==> config.mk <==
export PLATFORM = sky130hd
export DESIGN_NAME = sha256_padder
export DESIGN_NICKNAME = d
export VERILOG_FILES = /design/src/rtl/sha256_pkg.sv /design/src/rtl/sha256_pad_word.sv /design/src/rtl/sha256_padder.sv
export SDC_FILE = /design/constraint.sdc
export NUM_CORES = 1
export LEC_CHECK = 0
export ABC_AREA = 1
export CORE_MARGIN = 2
export CORE_UTILIZATION = 50
export DETAILED_ROUTE_END_ITERATION = 7
export GPL_TIMING_DRIVEN = 0
export PLACE_DENSITY_LB_ADDON = 0.15
export SETUP_SLACK_MARGIN = 0.4
export SLEW_MARGIN = 30
export SYNTH_ARGS = -nofsm -noshare
export SYNTH_HDL_FRONTEND = slang
export SYNTH_SLANG_ARGS = --single-unit
export TNS_END_PERCENT = 20
==> constraint.sdc <==
create_clock -name clk -period 6.65 [get_ports clk]
set_clock_uncertainty 0.15 [all_clocks]
set_input_delay 0.665 -clock clk [delete_from_list [all_inputs] [get_ports clk]]
set_output_delay 0.665 -clock clk [all_outputs]
set_load 0.05 [all_outputs]
==> src/rtl/sha256_pkg.sv <==
// Shared SHA-256 definitions: padder FSM states, block geometry and the
// block-count formula the padder and compression top must agree on.
package sha256_pkg;

  typedef enum logic [2:0] {
    ST_IDLE,
    ST_NEXT,
    ST_FETCH,
    ST_WAIT,
    ST_CAPTURE,
    ST_EMIT,
    ST_FIN
  } pad_state_t;

  localparam int         SHA_BLOCK_WORDS = 16;
  localparam logic [7:0] PAD_BYTE        = 8'h80;

  // A message plus the 0x80 byte and 64-bit length fits in this many 512-bit blocks.
  function automatic logic [31:0] num_blocks(input logic [31:0] msg_bytes);
    return ((msg_bytes + 32'd8) >> 6) + 32'd1;
  endfunction

endpackage

==> src/rtl/sha256_pad_word.sv <==
// Forms padded word k from its source: raw memory word, masked tail word,
// the lone pad word, the length words or zero fill.
module sha256_pad_word
  import sha256_pkg::*;
(
  input  logic [31:0] i_k,
  input  logic [31:0] i_nfull,
  input  logic [1:0]  i_rem,
  input  logic [31:0] i_total,
  input  logic [31:0] i_size,
  input  logic [31:0] i_mem_word,
  output logic [31:0] o_word,
  output logic        o_needs_fetch
);

  logic [31:0] w_masked;

  // Byte 0 lives in the top byte, so the surviving message bytes are the upper rem bytes.
  always_comb begin
    w_masked = i_mem_word;
    case (i_rem)
      2'd1:    w_masked = {i_mem_word[31:24], PAD_BYTE, 16'h0000};
      2'd2:    w_masked = {i_mem_word[31:16], PAD_BYTE, 8'h00};
      2'd3:    w_masked = {i_mem_word[31:8], PAD_BYTE};
      default: w_masked = i_mem_word;
    endcase
  end

  always_comb begin
    o_word        = 32'h0000_0000;
    o_needs_fetch = 1'b0;
    if (i_k < i_nfull) begin
      o_word        = i_mem_word;
      o_needs_fetch = 1'b1;
    end else if (i_k == i_nfull) begin
      if (i_rem != 2'd0) begin
        o_word        = w_masked;
        o_needs_fetch = 1'b1;
      end else begin
        o_word = {PAD_BYTE, 24'h000000};
      end
    end else if (i_k == i_total - 32'd2) begin
      o_word = {29'd0, i_size[31:29]};
    end else if (i_k == i_total - 32'd1) begin
      o_word = {i_size[28:0], 3'b000};
    end
  end

endmodule

==> src/rtl/sha256_padder.sv <==
// SHA-256 front end: reads a byte message from word memory and streams the
// FIPS 180-4 padded words downstream over valid/ready.
module sha256_padder
  import sha256_pkg::*;
#(
  parameter int ADDR_W = 16
) (
  input  logic              clk,
  input  logic              reset_n,
  input  logic              start,
  input  logic [31:0]       message_addr,
  input  logic [31:0]       size,
  output logic              mem_clk,
  output logic              mem_we,
  output logic [ADDR_W-1:0] mem_addr,
  input  logic [31:0]       mem_read_data,
  output logic              out_valid,
  input  logic              out_ready,
  output logic [31:0]       out_word,
  output logic [3:0]        out_idx,
  output logic              out_last_block,
  output logic              out_last,
  output logic              busy,
  output logic              done
);

  pad_state_t        r_state;
  pad_state_t        w_next_state;
  logic [31:0]       r_msg_addr;
  logic [31:0]       r_size;
  logic [31:0]       r_nfull;
  logic [1:0]        r_rem;
  logic [31:0]       r_total;
  logic [31:0]       r_k;
  logic [ADDR_W-1:0] r_mem_addr;
  logic [31:0]       r_out_word;
  logic [31:0]       w_addr_sum;
  logic [31:0]       w_pad_word;
  logic              w_needs_fetch;
  logic              w_unused_addr;

  assign mem_clk  = clk;
  assign mem_we   = 1'b0;
  assign mem_addr = r_mem_addr;
  assign out_word = r_out_word;
  assign out_idx  = r_k[3:0];

  // Only the low ADDR_W bits reach memory, so addresses wrap silently.
  assign w_addr_sum    = r_msg_addr + r_k;
  assign w_unused_addr = |(w_addr_sum >> ADDR_W);

  sha256_pad_word u_pad_word (
    .i_k           (r_k),
    .i_nfull       (r_nfull),
    .i_rem         (r_rem),
    .i_total       (r_total),
    .i_size        (r_size),
    .i_mem_word    (mem_read_data),
    .o_word        (w_pad_word),
    .o_needs_fetch (w_needs_fetch)
  );

  always_ff @(posedge clk or negedge reset_n) begin
    if (!reset_n) r_state <= ST_IDLE;
    else          r_state <= w_next_state;
  end

  always_comb begin
    w_next_state = r_state;
    case (r_state)
      ST_IDLE:    if (start) w_next_state = ST_NEXT;
      ST_NEXT:    w_next_state = w_needs_fetch ? ST_FETCH : ST_EMIT;
      ST_FETCH:   w_next_state = ST_WAIT;
      ST_WAIT:    w_next_state = ST_CAPTURE;
      ST_CAPTURE: w_next_state = ST_EMIT;
      ST_EMIT:    if (out_ready) w_next_state = (r_k == r_total - 32'd1) ? ST_FIN : ST_NEXT;
      ST_FIN:     w_next_state = ST_IDLE;
      default:    w_next_state = ST_IDLE;
    endcase
  end

  always_comb begin
    out_valid      = (r_state == ST_EMIT);
    busy           = (r_state != ST_IDLE) && (r_state != ST_FIN);
    done           = (r_state == ST_FIN);
    out_last_block = out_valid && (r_k >= r_total - 32'd16);
    out_last       = out_valid && (r_k == r_total - 32'd1);
  end

  always_ff @(posedge clk or negedge reset_n) begin
    if (!reset_n) begin
      r_msg_addr <= '0;
      r_size     <= '0;
      r_nfull    <= '0;
      r_rem      <= '0;
      r_total    <= '0;
      r_k        <= '0;
      r_mem_addr <= '0;
      r_out_word <= '0;
    end else begin
      case (r_state)
        ST_IDLE: begin
          if (start) begin
            r_msg_addr <= message_addr;
            r_size     <= size;
            r_nfull    <= size >> 2;
            r_rem      <= size[1:0];
            r_total    <= num_blocks(size) << 4;
            r_k        <= '0;
          end
        end
        ST_NEXT:    if (!w_needs_fetch) r_out_word <= w_pad_word;
        ST_FETCH:   r_mem_addr <= w_addr_sum[ADDR_W-1:0];
        ST_CAPTURE: r_out_word <= w_pad_word;
        ST_EMIT:    if (out_ready) r_k <= r_k + 32'd1;
        default: ;
      endcase
    end
  end

endmodule
==> summary.md, run 1 <==
| Metric | Value |
|---|---|
| WP data arrival | `4.95 ns` |
| Remaining global-route overflow | `0` |
| Footprint of the multi-input gates | `7150 µm²` |
| Std-Cell Core Area | `23,500 µm²` |
| Cell taking the most area after synthesis | `sky130_fd_sc_hd__dfrtp_1` |
| Hold Buf Count CTS | `1` |
| Detailed router's first-iteration violation count | `915` |
| Max Transition Viols Final | `0` |
| Clk pin slew, worst setup/hold paths | `0.06 ns` |
| Cell count after synthesis | `1,751` |
| Share of synthesized flip-flops with an asynchronous set or reset | `1.00` |
| Number of library cell types mapped by synthesis | `49` |
| Final total negative setup slack | `0 ns` |
| Storage element area | `3950 µm²` |
| Share of the clock period used by the worst path after layout | `0.867` |
| Share of the core filled with cells in the final layout | `0.618` |
| Final design area excluding fillers | `14,500 µm²` |
| CTS-repair resized insts | `0` |
| Commonest non-fill, non-tap cells in the layout | `sky130_fd_sc_hd__nand2_1 (566), sky130_fd_sc_hd__nor2_1 (167), sky130_fd_sc_hd__inv_1 (159)` |
| I/O pin count | `159` |
| Outcome | `completed` |
| Largest net degree at the start of global routing | `82` |
| Length in cells of the worst reg-to-reg path | `23` |
| Total vias in the final route | `12,083` |
| Number of cells traversed by the worst hold path | `2` |
| Most instantiated flip-flop cell in the synthesis netlist | `sky130_fd_sc_hd__dfrtp_1` |
| Overall die area | `25,200 µm²` |
| Number of standard-cell rows in the floorplan | `56` |
| Worst path setup slack after routing | `0.882 ns` |
| Total placed instance area | `13,800 µm²` |
| Routability congestion estimate | `0.908` |
| Syn_nets | `1,930` |
| Tightest Pin Transition | `0.863 ns` |
| Flip-flop and latch count after synthesis | `158` |
| Category of the most critical setup path | `reg2out` |
| Max Cap Violations | `0` |
| F_max | `173 MHz` |
| Clock tree from TritonCTS | `built` |
| Half-perimeter wire length of the detailed placement result | `30.7 mm` |
| Number of filler cells placed in the layout | `2,256` |
| Number of hold violations in the final report | `0` |
| Residual DRC count | `0` |
| Max rail drop VDD | `0.212 mV` |
| Die Y | `159 µm` |
| Critical path fanouts, max | `4` |
| Cells taking the most area after synthesis | `sky130_fd_sc_hd__dfrtp_1 (33%), sky130_fd_sc_hd__nand2_1 (18%), sky130_fd_sc_hd__ha_1 (8.1%)` |
| Critical path endpoint category | `output port` |
| Classification of the worst-slack hold path | `reg2reg` |
| Count of buffers added by post-CTS timing repair for setup | `0` |
| Required time of the critical path | `5.83 ns` |
| Tmin final | `5.77 ns` |
| Endpoints failing setup | `0` |
| Power per standard cell area | `348 nW/µm²` |
| Count of input and output buffers | `141` |
| Netlist area before placement | `12,000 µm²` |
| Total power draw | `5.04 mW` |
| Number of optimization iterations in the first detailed-route pass | `5` |
| Sequential-to-total area share from yosys stat | `0.330` |
| Antenna-violating nets left | `0` |
| Insertion delay of the later-clocked pin in the worst-skew pair | `0.56 ns` |
| Routed WL per cell | `16.9 µm` |
| Synth-to-layout area growth | `20.9%` |
| Leakage power | `7.03 nW` |
| Initial antenna violation count | `0` |
| Yosys synthesis warning count | `0` |
| Wire length of the first global-routing pass | `61.1 mm` |
| DRT Wirelength | `38.1 mm` |
| Post-synth EDFFs | `0` |
| Reg2Reg Setup Slack | `2.01 ns` |
| Synthesized area per cell | `6.85 µm²` |
| Most frequent standard cell in the layout excluding fill and tap cells | `sky130_fd_sc_hd__nand2_1` |
| Inserted Diodes | `0` |
| Number of global-route vias before repair | `11,564` |
| Fraction of final layout cells sized beyond drive strength 1 | `0.0705` |
| Number of nets at the end of the flow | `2,095` |
| Portion of synthesized cell area occupied by the leading cell type | `0.330` |
| Die X | `159 µm` |
| Startpoint types | `flop` |
| Worst slew margin | `0.425` |
| Number of vias per cell after detailed routing | `5.38` |
| Initial Util | `0.511` |
| Post-place setup slack | `1.44 ns` |
| All-layer global routing usage | `0.306` |
| Unrepaired setup endpoints after global routing | `false` |
==> worst paths after layout <==
kind / endpoint / startpoint
worst max-delay path: out_last_block / r_total[4]$_DFFE_PN0P_
worst min-delay path: mem_addr[0]$_DFFE_PN0P_ / mem_addr[0]$_DFFE_PN0P_
worst max register to register: out_word[1]$_DFFE_PN0P_ / r_total[4]$_DFFE_PN0P_
worst min register to register: mem_addr[0]$_DFFE_PN0P_ / mem_addr[0]$_DFFE_PN0P_
max in group asynchronous: r_k[21]$_DFFE_PN0P_ / reset_n
min in group asynchronous: mem_addr[7]$_DFFE_PN0P_ / reset_n
==> metrics by stage <==
stage,hold slack [ns],std cells
floorplan,0.219,1751
global placement,0.308,2211
detailed placement,0.310,2212
CTS,0.326,2248
global route,0.359,2248
finish,0.322,2248
==> worst max-delay path, stage by stage (launching register included) <==
cell and delay [ns]:
sky130_fd_sc_hd__dfrtp_1 0.38, sky130_fd_sc_hd__inv_1 0.15, sky130_fd_sc_hd__ha_1 0.21, sky130_fd_sc_hd__nand2_1 0.10
sky130_fd_sc_hd__nor3_2 0.26, sky130_fd_sc_hd__nand2_1 0.15, sky130_fd_sc_hd__nor2_1 0.18, sky130_fd_sc_hd__nand2_1 0.11
sky130_fd_sc_hd__nor3_2 0.20, sky130_fd_sc_hd__nand3_1 0.16, sky130_fd_sc_hd__nor2_1 0.16, sky130_fd_sc_hd__xor2_1 0.09
sky130_fd_sc_hd__ha_1 0.28, sky130_fd_sc_hd__nand2_1 0.06, sky130_fd_sc_hd__nor2_1 0.13, sky130_fd_sc_hd__nand4_1 0.19
sky130_fd_sc_hd__nor2_1 0.36, sky130_fd_sc_hd__nand2_1 0.09, sky130_fd_sc_hd__nand2_1 0.07, sky130_fd_sc_hd__o21ai_0 0.14
sky130_fd_sc_hd__inv_1 0.11, sky130_fd_sc_hd__clkdlybuf4s50_1 0.82
==> state kept, by name (all words and copies together), names as in the netlist <==
register    cells
out_word       32
r_size         32
r_total        27
r_msg_addr     16
r_state         3
mem_addr       16
r_k            32
==> cells by family after synthesis <==
logic type | count (synthesis) | synth area share
simple gates | 1030 | 0.386
other cells | 1 | 0.000313
flops | 158 | 0.330
fa+ha+maj | 79 | 0.0831
buf+inv | 228 | 0.0742
compound gates | 210 | 0.0940
xor+xnor | 45 | 0.0329
==> where the power goes <==
part / internal, mW / switching (mW) / leakage, nW
clock: 0.659 / 0.472 / 0.311
sequential: 1.31 / 0.262 / 2.03
combinational: 0.770 / 1.57 / 4.68
total: 2.74 / 2.30 / 7.03
==> final cells by class <==
type	count	share of cell area
multi-input cells	1365	0.493
plain buffers	55	0.0165
well taps	319	0.0275
clock inverters	12	0.00941
flip-flops and latches	158	0.273
repair buffers	142	0.0996
clock buffers	24	0.0367
inverters	173	0.0449
==> routing by layer <==
layer	share of wire	global-route usage	vias to the layer above
li1	-	-	6039
met1	0.44	0.407	5578
met2	0.47	0.514	405
met3	0.057	0.0397	61
met4	0.027	0.105	0
met5	0	0	-
==> synthesized netlist by cell type (2+ instances only) <==
master                     number
sky130_fd_sc_hd__a211oi_1       6
sky130_fd_sc_hd__a21o_1         2
sky130_fd_sc_hd__a21oi_1       71
sky130_fd_sc_hd__a31oi_1        4
sky130_fd_sc_hd__buf_1          3
sky130_fd_sc_hd__buf_2          8
sky130_fd_sc_hd__buf_4          6
sky130_fd_sc_hd__clkbuf_1      38
sky130_fd_sc_hd__clkinv_1       2
sky130_fd_sc_hd__dfrtp_1      158
sky130_fd_sc_hd__ha_1          78
sky130_fd_sc_hd__inv_1        159
sky130_fd_sc_hd__inv_2         11
sky130_fd_sc_hd__nand2_1      566
sky130_fd_sc_hd__nand2_2       21
sky130_fd_sc_hd__nand2_4        7
sky130_fd_sc_hd__nand3_1      141
sky130_fd_sc_hd__nand3_2        5
sky130_fd_sc_hd__nand3_4        2
sky130_fd_sc_hd__nand3b_1       6
sky130_fd_sc_hd__nand4_1       31
sky130_fd_sc_hd__nor2_1       167
sky130_fd_sc_hd__nor2_2         8
sky130_fd_sc_hd__nor2_4        15
sky130_fd_sc_hd__nor2_8         2
sky130_fd_sc_hd__nor3_1        35
sky130_fd_sc_hd__nor3_2         4
sky130_fd_sc_hd__nor3b_1        5
sky130_fd_sc_hd__nor4_1         7
sky130_fd_sc_hd__o21ai_0      101
sky130_fd_sc_hd__o21ai_1        9
sky130_fd_sc_hd__o21ai_2        3
sky130_fd_sc_hd__o21bai_1       3
sky130_fd_sc_hd__o31ai_1        6
sky130_fd_sc_hd__or2_2          4
sky130_fd_sc_hd__xnor2_1       13
sky130_fd_sc_hd__xor2_1        32
No activity file was read; power rests on OpenSTA's default activity.
==> run 2: changes to the inputs <==
Settings changed: MAX_ROUTING_LAYER set to met4.
==> run 2 against run 1 <==
Against the previous run:
- utilization down 0.11 points
- highest routed layer unchanged
- critical path depth unchanged
- power down 0.70%
- routed wire length about the same
- combinational power about the same
- sequential share of layout area about the same
- sequential power about the same
- cell count about the same
- non-clock buffer count unchanged
- first-iteration DRC count up 12%
==> summary.md, run 2 (synthesis gave the netlist of run 1 again) <==
| Metric | Value |
|---|---|
| Number of nets at the end of the flow | `2,095` |
| Routability congestion estimate | `0.976` |
| Category of the most critical setup path | `reg2out` |
| Critical Path, Cell by Cell | `inv_1 -> ha_1 -> nand2_1 -> nor3_2 -> nand2_1 -> nor2_1 -> nand2_1 -> nor3_2 -> nand3_1 -> nor2_1 -> xor2_1 -> ha_1 -> nand2_1 -> nor2_1 -> nand4_1 -> nor2_1 -> nand2_1 -> nand2_1 -> o21ai_0 -> inv_1 -> clkdlybuf4s50_1` |
| Post-Route Hold Slack | `0.327 ns` |
| DRT Wirelength | `38.1 mm` |
| Max Transition Viols Final | `0` |
| Total power draw | `5.00 mW` |
| Remaining global-route overflow | `0` |
| Outcome | `completed` |
| Critical path endpoint category | `output port` |
| Die Y | `159 µm` |
| Total vias in the final route | `12,236` |
| Hold Startpoint | `mem_addr[0]$_DFFE_PN0P_` |
| All-layer global routing usage | `0.313` |
| Sw Pwr | `2.30 mW` |
| Number of vias per cell after detailed routing | `5.45` |
| Antenna-violating nets left | `0` |
| Count of input and output buffers | `141` |
| Leakage power | `7.01 nW` |
| Fraction of final layout cells sized beyond drive strength 1 | `0.0705` |
| Wire length of the first global-routing pass | `60.7 mm` |
| Internal power | `2.70 mW` |
| Tightest Pin Transition | `0.847 ns` |
| Initial antenna violation count | `0` |
| Die X | `159 µm` |
| Number of cells traversed by the worst hold path | `2` |
| Total placed instance area | `13,800 µm²` |
| Reg2Reg Setup Slack | `2.06 ns` |
| Final design area excluding fillers | `14,500 µm²` |
| Length in cells of the worst reg-to-reg path | `25` |
| Required time of the critical path | `5.83 ns` |
| Number of hold violations in the final report | `0` |
| Reg-to-reg startpoint | `r_total[4]$_DFFE_PN0P_` |
| Max rail drop VDD | `0.211 mV` |
| Crit path top cell by count | `sky130_fd_sc_hd__nand2_1` |
| Gate power share | `0.468` |
| Most frequent standard cell in the layout excluding fill and tap cells | `sky130_fd_sc_hd__nand2_1` |
| Destination of the worst register-to-register timing path | `out_word[27]$_DFFE_PN0P_` |
| Clock tree from TritonCTS | `built` |
| Clk pin slew, worst setup/hold paths | `0.06 ns` |
| Worst slew margin | `0.435` |
| Unrepaired setup endpoints after global routing | `false` |
| Proportion of total power due to net switching | `0.460` |
| I/O pin count | `159` |
| Synth-to-layout area growth | `20.7%` |
| Post-place setup slack | `1.50 ns` |
| Residual DRC count | `0` |
| Number of global-route vias before repair | `11,536` |
| Count of buffers added by post-CTS timing repair for setup | `0` |
| F_max | `174 MHz` |
| Std-Cell Core Area | `23,500 µm²` |
| Share of the clock period used by the worst path after layout | `0.863` |
| Power share of the sequential group | `0.314` |
| Overall die area | `25,200 µm²` |
| Hold worst-path end | `mem_addr[0]$_DFFE_PN0P_` |
| Power per standard cell area | `346 nW/µm²` |
| Classification of the worst-slack hold path | `reg2reg` |
| Detailed router's first-iteration violation count | `1,023` |
| Commonest non-fill, non-tap cells in the layout | `sky130_fd_sc_hd__nand2_1 (566), sky130_fd_sc_hd__nor2_1 (167), sky130_fd_sc_hd__inv_1 (159)` |
| Max Cap Violations | `0` |
| Half-perimeter wire length of the detailed placement result | `30.6 mm` |
| Tmin final | `5.74 ns` |
| Worst path max stage delay | `0.82 ns` |
| Share of the core filled with cells in the final layout | `0.617` |
| Portion of total power attributed to the clock network | `0.219` |
| Endpoints failing setup | `0` |
| Insertion delay of the later-clocked pin in the worst-skew pair | `0.56 ns` |
| Worst path setup slack after routing | `0.909 ns` |
| WP data arrival | `4.93 ns` |
| Startpoint types | `flop` |
| CP max stage cell | `sky130_fd_sc_hd__clkdlybuf4s50_1` |
| Critical path fanouts, max | `4` |
| Number of standard-cell rows in the floorplan | `56` |
| Number of optimization iterations in the first detailed-route pass | `5` |
| Initial Util | `0.511` |
| Inserted Diodes | `0` |
| Number of filler cells placed in the layout | `2,234` |
| Routed WL per cell | `16.9 µm` |
| Largest net degree at the start of global routing | `86` |
[run 2: cell types whose count changed in the layout (fill, tap and decap cells not counted), sizes merged]
| cell | previous run | this run |
|---|---|---|
| bufinv | 2 | 1 |
| clkbuf | 61 | 60 |
| clkinv | 5 | 4 |
| clkinvlp | 6 | 7 |
| inv | 172 | 173 |
[run 2: timing repair]
item | in CTS | in global routing
hold endpoints to repair | 73 | 0
endpoints found under the setup margin | 0 | 0
resized for setup | 0 | 0
hold buffers | 1 | 0
[run 2: area by class of cell]
class                   count  area (µm²)  area share
plain buffers              55         239      0.0165
clock buffers              23         528      0.0365
clock inverters            12         114     0.00787
inverters                 173         651      0.0450
multi-input cells        1365        7150       0.494
flip-flops and latches    158        3950       0.273
well taps                 319         399      0.0276
repair buffers            142        1440      0.0998
[run 2: worst max-delay path: cells and delay by family (launching register included)]
| family | cells | cell delay, ns |
|---|---|---|
| AO/OA/AOI/OAI | 1 | 0.14 |
| XOR/XNOR | 1 | 0.09 |
| AND/OR/NAND/NOR | 14 | 2.17 |
| flip-flops | 1 | 0.37 |
| buffers and inverters | 3 | 1.09 |
| adder cells (fa/ha/maj) | 2 | 0.49 |
[run 2: how the worst max path moves through the flow]
stage	from	end	slack (ns)	cells past startpoint
after detailed placement	r_total[4]$_DFFE_PN0P_	out_last_block	1.50	21
after CTS	r_total[4]$_DFFE_PN0P_	out_last_block	0.92	21
after global placement	reset_n	out_word[22]$_DFFE_PN0P_	-1.80	1
after floorplan	clk	mem_clk	2.34	1
final	r_total[4]$_DFFE_PN0P_	out_last_block	0.91	21
after global routing	r_total[4]$_DFFE_PN0P_	out_last_block	0.47	21
[run 2: through the flow]
stage,TNS [ns],instances
floorplan,0,1751
global placement,-282.37,2211
detailed placement,0,2212
CTS,0,2247
global route,0,2247
finish,0,2247
[run 2: routing by layer]
layer / GRT usage / share of wire / vias up
met5: - / 0 / -
met4: 0.117 / 0.034 / 0
met3: 0.0371 / 0.049 / 78
met2: 0.516 / 0.47 / 397
met1: 0.396 / 0.44 / 5745
li1: - / - / 6016
[run 2: power by group through the flow]
stage	Combinational (mW)	Clock [mW]	Sequential, mW
final	2.34	1.09	1.57
after global routing	2.60	1.14	1.61
after CTS	2.34	1.10	1.56
after detailed placement	2.33	0.0430	1.58
after global placement	2.27	0.0430	1.57
after floorplan	1.16	0.0324	1.93
==> run 3: changes to the inputs <==
Settings changed: CAP_MARGIN set to 20, GPL_ROUTABILITY_DRIVEN set to 0.
==> run 3 against run 2 <==
Against the previous run:
- worst hold slack better by 0.0037 ns
- routed wire length down 2.8%
- register-to-register slack worse by 0.06 ns
- sequential cell count unchanged
- utilization up 0.29 points
- largest cell class unchanged
- largest power group unchanged
==> summary.md, run 3 (synthesis gave the netlist of run 1 again) <==
| Metric | Value |
|---|---|
| All-layer global routing usage | `0.300` |
| Met3 layer wire length in the routed design | `2.85 mm` |
| Number of global-route vias before repair | `11,408` |
| Worst path setup slack after routing | `0.851 ns` |
| Routed metal-1 wire length | `16.1 mm` |
| F_max | `172 MHz` |
| Required time of the critical path | `5.83 ns` |
| Most frequent standard cell in the layout excluding fill and tap cells | `sky130_fd_sc_hd__nand2_1` |
| Number of filler cells placed in the layout | `2,170` |
| Unrepaired setup endpoints after global routing | `false` |
| Overall die area | `25,200 µm²` |
| Tightest Pin Transition | `0.863 ns` |
| Footprint of the multi-input gates | `7150 µm²` |
| Category of the most critical setup path | `reg2out` |
| Inserted Diodes | `0` |
| Die Y | `159 µm` |
| Initial Util | `0.511` |
| Critical path endpoint category | `output port` |
| Remaining global-route overflow | `0` |
| Count of buffers added by post-CTS timing repair for setup | `0` |
| DRT Wirelength | `37.0 mm` |
| Final total negative setup slack | `0 ns` |
| Tmin final | `5.80 ns` |
| Max Transition Viols Final | `0` |
| Critical Path, Cell by Cell | `or2_2 -> nor2_1 -> inv_1 -> nor2_1 -> nand2_1 -> nor2_1 -> nand4_1 -> nor2_1 -> nand3_1 -> ha_1 -> nand2_1 -> nor2_1 -> nand4_1 -> nor2_1 -> nand4_1 -> nor2_1 -> clkdlybuf4s50_1` |
| Detailed route wirelength on metal2 | `17.1 mm` |
| Clock tree from TritonCTS | `built` |
| Clk pin slew, worst setup/hold paths | `0.07 ns` |
| CP max stage cell | `sky130_fd_sc_hd__clkdlybuf4s50_1` |
| Outcome | `completed` |
| Residual DRC count | `0` |
| Crit path top cell by count | `sky130_fd_sc_hd__nor2_1` |
| Highest metal used | `met4` |
| Total vias in the final route | `12,317` |
| Hold Buf Count CTS | `1` |
| Crit path buf inv count | `2` |
| CTS-repair resized insts | `0` |
| Commonest non-fill, non-tap cells in the layout | `sky130_fd_sc_hd__nand2_1 (566), sky130_fd_sc_hd__nor2_1 (167), sky130_fd_sc_hd__inv_1 (159)` |
| Total power draw | `5.10 mW` |
| Antenna-violating nets left | `0` |
| Fraction of final layout cells sized beyond drive strength 1 | `0.0691` |
| Max rail drop VDD | `0.251 mV` |
| Std-Cell Core Area | `23,500 µm²` |
| Insertion delay of the later-clocked pin in the worst-skew pair | `0.54 ns` |
| Number of vias per cell after detailed routing | `5.49` |
| Classification of the worst-slack hold path | `reg2reg` |
| Leakage power | `7.06 nW` |
| Top Family by Delay on Critical Path | `simple AND/OR/NAND/NOR gates` |
| Count of input and output buffers | `141` |
| Number of nets at the end of the flow | `2,095` |
| Post-place setup slack | `1.45 ns` |
| Routed WL per cell | `16.5 µm` |
| Number of optimization iterations in the first detailed-route pass | `6` |
| Share of the clock period used by the worst path after layout | `0.872` |
| Startpoint types | `flop` |
| Synth-to-layout area growth | `21.3%` |
| Number of hold violations in the final report | `0` |
| Detailed router's first-iteration violation count | `1,090` |
| Largest net degree at the start of global routing | `84` |
| Die X | `159 µm` |
| Half-perimeter wire length of the detailed placement result | `29.2 mm` |
| Number of standard-cell rows in the floorplan | `56` |
| WP data arrival | `4.98 ns` |
| Worst slew margin | `0.425` |
| I/O pin count | `159` |
| Max Cap Violations | `0` |
| Endpoints failing setup | `0` |
| Power per standard cell area | `351 nW/µm²` |
| Critical path fanouts, max | `4` |
| Wire length of the first global-routing pass | `58.9 mm` |
| Worst path max stage delay | `0.83 ns` |
| Storage element area | `3950 µm²` |
| Initial antenna violation count | `0` |
## run 3: cell count changes in the layout (fill, tap and decap cells not counted)
cell / delta
sky130_fd_sc_hd__clkinv_4: +3
sky130_fd_sc_hd__clkbuf_8: -1
sky130_fd_sc_hd__clkinv_2: -1
sky130_fd_sc_hd__bufinv_16: +4
sky130_fd_sc_hd__inv_6: -3
sky130_fd_sc_hd__clkinvlp_4: -5
sky130_fd_sc_hd__clkbuf_1: +1
## run 3: area by class of cell
type,count,area share
plain buffers,55,0.0164
repair buffers,142,0.0993
clock inverters,10,0.0132
flip-flops and latches,158,0.272
clock buffers,23,0.0356
inverters,173,0.0447
multi-input cells,1365,0.491
well taps,319,0.0274
## run 3: routing by layer
layer | GRT usage | vias to the layer above
li1 | - | 6024
met1 | 0.392 | 5675
met2 | 0.479 | 549
met3 | 0.0496 | 69
met4 | 0.0938 | 0
met5 | - | -
## run 3: power breakdown
part	switching [mW]	internal (mW)	total, mW
combinational	1.57	0.771	2.34
sequential	0.252	1.31	1.56
clock	0.441	0.756	1.20
## run 3: through the flow
| stage | area [µm²] | utilization | std cells | hold slack, ns |
|---|---|---|---|---|
| 4_1_cts | 14500 | 0.620 | 2245 | 0.330 |
| 3_3_place_gp | 13800 | 0.588 | 2211 | 0.309 |
| 5_1_grt | 14500 | 0.620 | 2245 | 0.354 |
| 6_report | 14500 | 0.620 | 2245 | 0.330 |
| 2_1_floorplan | 12000 | - | 1751 | 0.219 |
| 3_5_place_dp | 13800 | 0.589 | 2212 | 0.314 |
## run 3: final timing paths
kind / cells past startpoint / slack (ns) / start / end
setup / recovery: 17 / 0.85 / r_total[6]$_DFFE_PN0P_ / out_last
hold / removal: 2 / 0.33 / r_total[29]$_DFFE_PN0P_ / r_total[29]$_DFFE_PN0P_
setup reg to reg: 21 / 2.00 / r_total[6]$_DFFE_PN0P_ / out_word[2]$_DFFE_PN0P_
hold reg to reg: 2 / 0.33 / r_total[29]$_DFFE_PN0P_ / r_total[29]$_DFFE_PN0P_
max in group asynchronous: 3 / 4.98 / reset_n / r_size[13]$_DFFE_PN0P_
min in group asynchronous: 2 / 0.54 / reset_n / mem_addr[11]$_DFFE_PN0P_
## run 3: worst reg2reg max path, stage by stage (launching register included)
cell and delay (ns):
sky130_fd_sc_hd__dfrtp_1 0.42, sky130_fd_sc_hd__or2_2 0.29, sky130_fd_sc_hd__nor2_1 0.23, sky130_fd_sc_hd__inv_1 0.09
sky130_fd_sc_hd__nor2_1 0.24, sky130_fd_sc_hd__nand2_1 0.09, sky130_fd_sc_hd__nor2_1 0.25, sky130_fd_sc_hd__nand4_1 0.21
sky130_fd_sc_hd__nor2_1 0.20, sky130_fd_sc_hd__nand3_1 0.12, sky130_fd_sc_hd__ha_1 0.31, sky130_fd_sc_hd__nand2_1 0.07
sky130_fd_sc_hd__nor2_1 0.14, sky130_fd_sc_hd__nand4_1 0.26, sky130_fd_sc_hd__nor2_1 0.34, sky130_fd_sc_hd__nand2_1 0.23
sky130_fd_sc_hd__clkbuf_1 0.28, sky130_fd_sc_hd__nor3_1 0.38, sky130_fd_sc_hd__nand2_1 0.11, sky130_fd_sc_hd__nand2_1 0.08
sky130_fd_sc_hd__nand2_1 0.06, sky130_fd_sc_hd__nand2_1 0.06
